**config.mk**
```make
export PLATFORM = sky130hd
export DESIGN_NAME = fir_tap_accumulator
export DESIGN_NICKNAME = d
export VERILOG_FILES = /design/src/rtl/fir_pkg.sv /design/src/rtl/sat_add.sv /design/src/rtl/fir_tap_accumulator.sv
export SDC_FILE = /design/constraint.sdc
export NUM_CORES = 1
export LEC_CHECK = 0
export BUFFER_PORTS_ARGS = -buffer_cell sky130_fd_sc_hd__buf_2
export CAP_MARGIN = 20
export CORE_MARGIN = 10
export CORE_UTILIZATION = 45
export DETAILED_ROUTE_END_ITERATION = 8
export PLACE_DENSITY = 0.65
export SYNTH_ARGS = -nofsm -noshare
export SYNTH_HDL_FRONTEND = slang
export SYNTH_HIERARCHICAL = 1
export SYNTH_SLANG_ARGS = --single-unit
```
**constraint.sdc**
```tcl
create_clock -name clk -period 3.6 [get_ports clk]
set_clock_uncertainty 0.05 [all_clocks]
set_input_delay 0.36 -clock clk [delete_from_list [all_inputs] [get_ports clk]]
set_output_delay 0.36 -clock clk [all_outputs]
set_load 0.005 [all_outputs]
```
**src/rtl/fir_pkg.sv**
```systemverilog
// rtl/fir_pkg.sv - shared constants and types for the FIR tap accumulator
package fir_pkg;

    localparam int FIR_DATA_WIDTH = 16;
    localparam int FIR_ACC_WIDTH  = 20;
    localparam int FIR_NUM_TAPS   = 8;

    // ACCUM: taking tap terms; HOLD: presenting a completed sample
    typedef enum logic {
        ACCUM = 1'b0,
        HOLD  = 1'b1
    } acc_state_t;

endpackage

```
**src/rtl/sat_add.sv**
```systemverilog
// rtl/sat_add.sv - signed saturating add of a tap term into an accumulator
//
// Ports:
//   acc  - signed accumulator value (ACC_WIDTH)
//   term - signed term to add (DATA_WIDTH), sign-extended before the add
//   sum  - result clamped to the signed ACC_WIDTH range
//   ovf  - high when the clamp was applied
module sat_add #(
    parameter int DATA_WIDTH = 16,
    parameter int ACC_WIDTH  = 20
) (
    input  logic [ACC_WIDTH-1:0]  acc,
    input  logic [DATA_WIDTH-1:0] term,
    output logic [ACC_WIDTH-1:0]  sum,
    output logic                  ovf
);

    localparam logic [ACC_WIDTH-1:0] SAT_MAX = {1'b0, {(ACC_WIDTH-1){1'b1}}};
    localparam logic [ACC_WIDTH-1:0] SAT_MIN = {1'b1, {(ACC_WIDTH-1){1'b0}}};

    logic [ACC_WIDTH:0] acc_ext;
    logic [ACC_WIDTH:0] term_ext;
    logic [ACC_WIDTH:0] sum_wide;

    // One guard bit is enough: the add of two ACC_WIDTH-range values cannot
    // leave the ACC_WIDTH+1 range, so the top two bits disagree exactly
    // when the true result is outside the ACC_WIDTH range.
    assign acc_ext  = {acc[ACC_WIDTH-1], acc};
    assign term_ext = {{(ACC_WIDTH+1-DATA_WIDTH){term[DATA_WIDTH-1]}}, term};
    assign sum_wide = acc_ext + term_ext;

    always_comb begin
        ovf = sum_wide[ACC_WIDTH] ^ sum_wide[ACC_WIDTH-1];
        sum = sum_wide[ACC_WIDTH-1:0];
        if (ovf) begin
            // The guard bit carries the true sign of the result
            sum = sum_wide[ACC_WIDTH] ? SAT_MIN : SAT_MAX;
        end
    end

endmodule

```
**src/rtl/fir_tap_accumulator.sv**
```systemverilog
// rtl/fir_tap_accumulator.sv - sums NUM_TAPS signed tap terms into one saturated sample
//
// Ports:
//   clk, rst            - clock, asynchronous active-high reset
//   clr                 - synchronous frame abort (ignored while a sample is held)
//   in_valid/in_ready   - tap term handshake, in_data is the signed term
//   out_valid/out_ready - completed sample handshake
//   out_data            - signed saturated sum of the frame
//   out_ovf             - saturation occurred at some step of the frame
module fir_tap_accumulator
    import fir_pkg::*;
#(
    parameter int DATA_WIDTH = FIR_DATA_WIDTH,
    parameter int ACC_WIDTH  = FIR_ACC_WIDTH,
    parameter int NUM_TAPS   = FIR_NUM_TAPS
) (
    input  logic                  clk,
    input  logic                  rst,
    input  logic                  clr,
    input  logic                  in_valid,
    output logic                  in_ready,
    input  logic [DATA_WIDTH-1:0] in_data,
    output logic                  out_valid,
    input  logic                  out_ready,
    output logic [ACC_WIDTH-1:0]  out_data,
    output logic                  out_ovf
);

    localparam int CNT_W = $clog2(NUM_TAPS);
    localparam logic [CNT_W-1:0] LAST_TAP = CNT_W'(NUM_TAPS - 1);

    acc_state_t           state;
    acc_state_t           state_next;
    logic [ACC_WIDTH-1:0] acc;
    logic [CNT_W-1:0]     tap_cnt;
    logic                 ovf_sticky;
    logic [ACC_WIDTH-1:0] step_sum;
    logic                 step_ovf;
    logic                 accept;
    logic                 last_tap;

    sat_add #(
        .DATA_WIDTH(DATA_WIDTH),
        .ACC_WIDTH (ACC_WIDTH)
    ) u_sat_add (
        .acc (acc),
        .term(in_data),
        .sum (step_sum),
        .ovf (step_ovf)
    );

    // clr in ACCUM wins over a coincident term, which is simply dropped
    assign accept   = in_valid && in_ready && !clr;
    assign last_tap = (tap_cnt == LAST_TAP);

    always_ff @(posedge clk or posedge rst) begin
        if (rst) begin
            state <= ACCUM;
        end else begin
            state <= state_next;
        end
    end

    always_comb begin
        state_next = state;
        in_ready   = 1'b0;
        out_valid  = 1'b0;
        case (state)
            ACCUM: begin
                in_ready = 1'b1;
                if (accept && last_tap) begin
                    state_next = HOLD;
                end
            end
            HOLD: begin
                out_valid = 1'b1;
                if (out_ready) begin
                    state_next = ACCUM;
                end
            end
            default: state_next = ACCUM;
        endcase
    end

    always_ff @(posedge clk or posedge rst) begin
        if (rst) begin
            acc        <= '0;
            tap_cnt    <= '0;
            ovf_sticky <= 1'b0;
            out_data   <= '0;
            out_ovf    <= 1'b0;
        end else begin
            case (state)
                ACCUM: begin
                    if (clr) begin
                        acc        <= '0;
                        tap_cnt    <= '0;
                        ovf_sticky <= 1'b0;
                    end else if (accept) begin
                        acc        <= step_sum;
                        ovf_sticky <= ovf_sticky | step_ovf;
                        if (last_tap) begin
                            // tap_cnt parks at the last index until handoff
                            out_data <= step_sum;
                            out_ovf  <= ovf_sticky | step_ovf;
                        end else begin
                            tap_cnt <= tap_cnt + 1'b1;
                        end
                    end
                end
                HOLD: begin
                    // Outputs are left untouched so they stay stable under
                    // back-pressure and keep their value after handoff.
                    if (out_ready) begin
                        acc        <= '0;
                        tap_cnt    <= '0;
                        ovf_sticky <= 1'b0;
                    end
                end
                default: begin
                    acc        <= '0;
                    tap_cnt    <= '0;
                    ovf_sticky <= 1'b0;
                end
            endcase
        end
    end

endmodule
```
# ---- After elaboration in Yosys (flattened, before gate mapping)
# Index checks and enable logic that the tools add are counted.
dict set report classes {
  bitwise 4
  add_sub_neg 2
  muxes 20
  eq_ne 4
  n_reduce_logical 7
}
# op count
set op_table {}
lappend op_table {{$mux 20} 5}
lappend op_table {{$pmux 20 s2} 1}
lappend op_table {{$add 20x16->21} 1}
lappend op_table {{$mux 3} 4}
lappend op_table {{$mux 1} 7}
lappend op_table {{$ne 3x3->1 const B} 2}
lappend op_table {{$pmux 3 s2} 1}
lappend op_table {{$pmux 1 s2} 2}
lappend op_table {{$reduce_and 4->1} 1}
lappend op_table {{$add 3x1->3 const B} 1}
lappend op_table {{$eq 3x3->1 const B} 1}
lappend op_table {{$logic_and 1x1->1} 3}
lappend op_table {{$reduce_and 3->1} 1}
lappend op_table {{$ne 2x2->1 const B} 1}
lappend op_table {{$not 1->1} 2}
lappend op_table {{$reduce_and 2->1} 1}
lappend op_table {{$logic_not 1->1} 1}
lappend op_table {{$or 1x1->1} 1}
lappend op_table {{$xor 1x1->1} 1}
dict set report totals {
  input_bits 21
  regBits 46
}

# ---- Logic depth before layout (Yosys ltp)
dict set report logic_depth {
  word_depth 6
  depth_mapped 13
}

# ---- Modules after synthesis
# The synthesis kept the hierarchy.
# mod seq_area_each_um2 area_each_um2 instances cells_per_inst
set modules_own_cells {}
lappend modules_own_cells {fir_tap_accumulator 1151.1 1878.1 1 158}
lappend modules_own_cells {sat_add 0.0 1233.7 1 174}

# ---- Worst setup path before layout
# OpenSTA, ideal clock, no wires.
dict set report synth_path {
  path_type {reg-to-reg}
  start {register acc[0]}
  end {register out_data[15]}
  t_arrival_ps 2962
  n_path_buf 1
  required_ps 3422
  path_slack_ps 460
  setup_time_ps 128
  path_stages_with_launch 11
  path_cell_list {dfrtp_1 > ha_1 > fa_1 > a21o_1 > a221oi_2 > o21bai_2 > o31a_1 > o311a_4 > buf_6 > maj3_2 > mux2_1}
}
dict set report synth_between {
  elab_chain_cells 3
}
# element line
set synth_lines {}
lappend synth_lines {{from (decl)} fir_tap_accumulator.sv:34} ;# logic [ACC_WIDTH-1:0] acc;
lappend synth_lines {{from (signal assigned)} fir_tap_accumulator.sv:100} ;# acc <= step_sum;
lappend synth_lines {{$add 20x16->21 *} sat_add.sv:30} ;# assign sum_wide = acc_ext + term_ext;
lappend synth_lines {{$mux 20 / $xor 1x1->1 (equally long branches)} {sat_add.sv:37, sat_add.sv:33}}
lappend synth_lines {{$mux 20 *} sat_add.sv:35} ;# if (ovf) begin
lappend synth_lines {{via step_sum[15]} fir_tap_accumulator.sv:37} ;# logic [ACC_WIDTH-1:0] step_sum;
lappend synth_lines {{to (signal assigned)} fir_tap_accumulator.sv:104} ;# out_data <= step_sum;
lappend synth_lines {{to (decl)} fir_tap_accumulator.sv:25} ;# output logic [ACC_WIDTH-1:0] out_data,
# The timed path passes the listed nets; every way through them passes the cells marked *.
# A chain may end at the register's enable or synchronous reset.

# ---- Worst setup path after layout
dict set report layout_path {
  start {register acc[0]}
  end {register out_data[10]}
}
# The elaborated chain is that of the path after synthesis.

==> flow_summary.json <==
{
  "status": "completed",
  "hpwl_mm": 5.84,
  "arrival_ns": 3.53,
  "die_x_um": 103,
  "fillCellCount": 642,
  "htreeDepth": 2,
  "clock_sinks": 46,
  "yosysWarnings": 6,
  "multiInputGateArea_um2": 1770,
  "numPortBuffers": 43,
  "synth-seq-cells": 46,
  "critPathLaunchType": "flop",
  "rsz0062_at_grt": "no",
  "synth_cell_types": 44,
  "cts_resized": 0,
  "dp_cells": 442,
  "place_area_um2": 3380,
  "dieArea_um2": 10600,
  "drt-total-wl_mm": 7.99,
  "crit_chain": "ha_1 -> fa_1 -> a21o_1 -> a221oi_2 -> o21bai_2 -> o31a_1 -> o311a_4 -> a21oi_2 -> buf_4 -> o21ai_0 -> mux2_1",
  "power_density_nw_per_um2": 691,
  "max-slew-margin-rel": 0.380,
  "hold_viol_final": 0,
  "synth.avg_cell_area_um2": 9.37,
  "seq_area_um2": 1150,
  "worstPathRequired_ns": 3.74,
  "via_per_inst": 5.77,
  "synth_nets": 376,
  "worst_slew_pin_slew_ns": 0.927,
  "hold_buffers": 0,
  "period_minus_slack_ns": 3.40,
  "postSynth.asyncResetShare": 1.00,
  "cts_tree": "yes",
  "coreArea_um2": 6760,
  "ant_nets": 0,
  "fin_area_um2": 3510,
  "yosysSeqAreaShare": 0.370,
  "num_rows": 30,
  "first_pass_iters": 4,
  "path_clk_slew_ns": 0.09,
  "syn_area_um2": 3110,
  "final.setup.tns_ns": 0,
  "setup_violations": 0,
  "syn_to_final_growth_pct": 12.7,
  "post-route-period-util": 0.943,
  "power.total_w": 0.00242,
  "drive_above_1_share": 0.207,
  "maxCapViolCount": 0,
  "stdcell_count": 452,
  "crit_slowest_cell": "fa_1",
  "synth-edff-count": 0,
  "ios": 44,
  "final_common_cell": "dfrtp_1",
  "fmax_mhz": 295,
  "grt_pass1_vias": 2769,
  "drv_slew": 0,
  "p_leak_nw": 1.74,
  "nets": 415,
  "hold_path_class": "input port to flop",
  "antenna_found_initial": 0,
  "gp_congestion": 0.917,
  "cts_buffers": 5,
  "postCtsSetupRepairBufs": 0,
  "grt_pass1_wl_mm": 13.5,
  "synth_cells": 332,
  "grtUsageTotal": 0.159,
  "initial_utilization": 0.461,
  "layout_common_cells": "dfrtp_1 (46), buf_2 (43), inv_1 (27), a21oi_1 (24), o21ai_1 (23)",
  "cp_max_fo": 12,
  "routedWlPerCell_um": 17.7,
  "slowest_delay_ns": 0.41,
  "drt_iter0_drc": 207,
  "die_y_um": 103,
  "antenna_cells": 0,
  "grt_overflow": 0,
  "clock_insertion_delay_worst_skew_ns": 0.31,
  "grt_max_degree": 47,
  "drc": 0,
  "clockBufferDepth": 2,
  "vias": 2607,
  "synth_flop_cell": "dfrtp_1",
  "end_kind": "flop",
  "worstSetupPathType": "flop to flop",
  "ir_worst_vdd_mv": 0.236,
  "cts_root_buffer": "clkbuf_8"
}
==> cells by family (layout without fill, tap and decap cells) <==
| group | Yosys count | in the layout | synth area share |
|---|---|---|---|
| compound gates | 96 | 96 | 0.191 |
| xor+xnor | 18 | 18 | 0.0507 |
| fa+ha+maj | 30 | 30 | 0.120 |
| buf+inv | 47 | 87 | 0.0675 |
| flops | 46 | 46 | 0.370 |
| mux | 21 | 21 | 0.0760 |
| simple gates | 74 | 74 | 0.124 |
==> final cells by class <==
type | count | area share
multi-input cells | 239 | 0.503
flip-flops and latches | 46 | 0.328
repair buffers | 51 | 0.0828
inverters | 28 | 0.0300
well taps | 80 | 0.0285
clock buffers | 6 | 0.0235
clock inverters | 2 | 0.00357
==> power breakdown <==
part,internal [W],switching [W]
Sequential,0.000610,0.0000605
Clock,0.000155,0.000190
Combinational,0.000578,0.000830
Total,0.00134,0.00108
==> synth_stat cells, types with 2 or more instances <==
library cell,count,area (um^2)
a31o_2,2,17.5
a21o_1,5,37.5
ha_1,22,275
and2_1,2,12.5
a21oi_1,24,120
o21ai_0,18,90.1
mux2_1,20,225
maj3_2,7,78.8
and3_1,2,12.5
nand2b_1,3,18.8
a31oi_1,5,31.3
nand2_1,17,63.8
o21a_1,2,15.0
dfrtp_1,46,1150
buf_2,3,15.0
nor3_1,3,15.0
xor2_1,6,52.6
nand4_1,22,138
xnor2_1,12,105
clkbuf_1,12,45.0
nand3_1,8,40.0
o21bai_1,3,22.5
inv_1,28,105
buf_6,4,45.0
o211ai_1,4,30.0
o21ai_1,23,115
nor2_1,11,41.3
a22o_1,2,17.5
==> per-layer routing <==
metal	GRT usage	vias up	wire length [um]
met4	0.0524	0	123
met3	0.0349	12	422
met2	0.260	57	3690
li1	-	1275	-
met1	0.201	1263	3760
met5	0	-	0
==> final timing paths <==
path	start	to	slack, ns	depth (start not counted)
max	acc[0]	out_data[10]	0.20	11
min	out_ready	state	0.17	2
max reg2reg	acc[0]	out_data[10]	0.20	11
min reg2reg	out_data[12]	out_data[12]	0.44	1
max in group asynchronous	rst	out_data[9]	2.66	4
min in group asynchronous	rst	tap_cnt[2]	0.39	3
==> critical path: cells and delay by family, from the launching register on <==
| kind | cells | cell delay, ns |
|---|---|---|
| AO/OA/AOI/OAI | 7 | 1.66 |
| adder cells (fa/ha/maj) | 2 | 0.64 |
| buffers and inverters | 1 | 0.20 |
| flip-flops | 1 | 0.40 |
| multiplexers | 1 | 0.32 |
==> metrics by stage <==
| step | hold slack, ns | utilization | setup slack (ns) |
|---|---|---|---|
| after detailed placement | 0.422 | 0.501 | 0.193 |
| after floorplan | 0.395 | - | 0.460 |
| final | 0.172 | 0.519 | 0.205 |
| after CTS | 0.166 | 0.515 | 0.226 |
| after global placement | 0.412 | 0.501 | 0.280 |
| after global routing | 0.178 | 0.519 | 0.0411 |
==> sequential cells by signal (all words and copies together), names as in the netlist <==
name and count:
acc 20, ovf_sticky 1, out_data 20, state 1, tap_cnt 3, out_ovf 1
(Power assumes the default switching activity.)
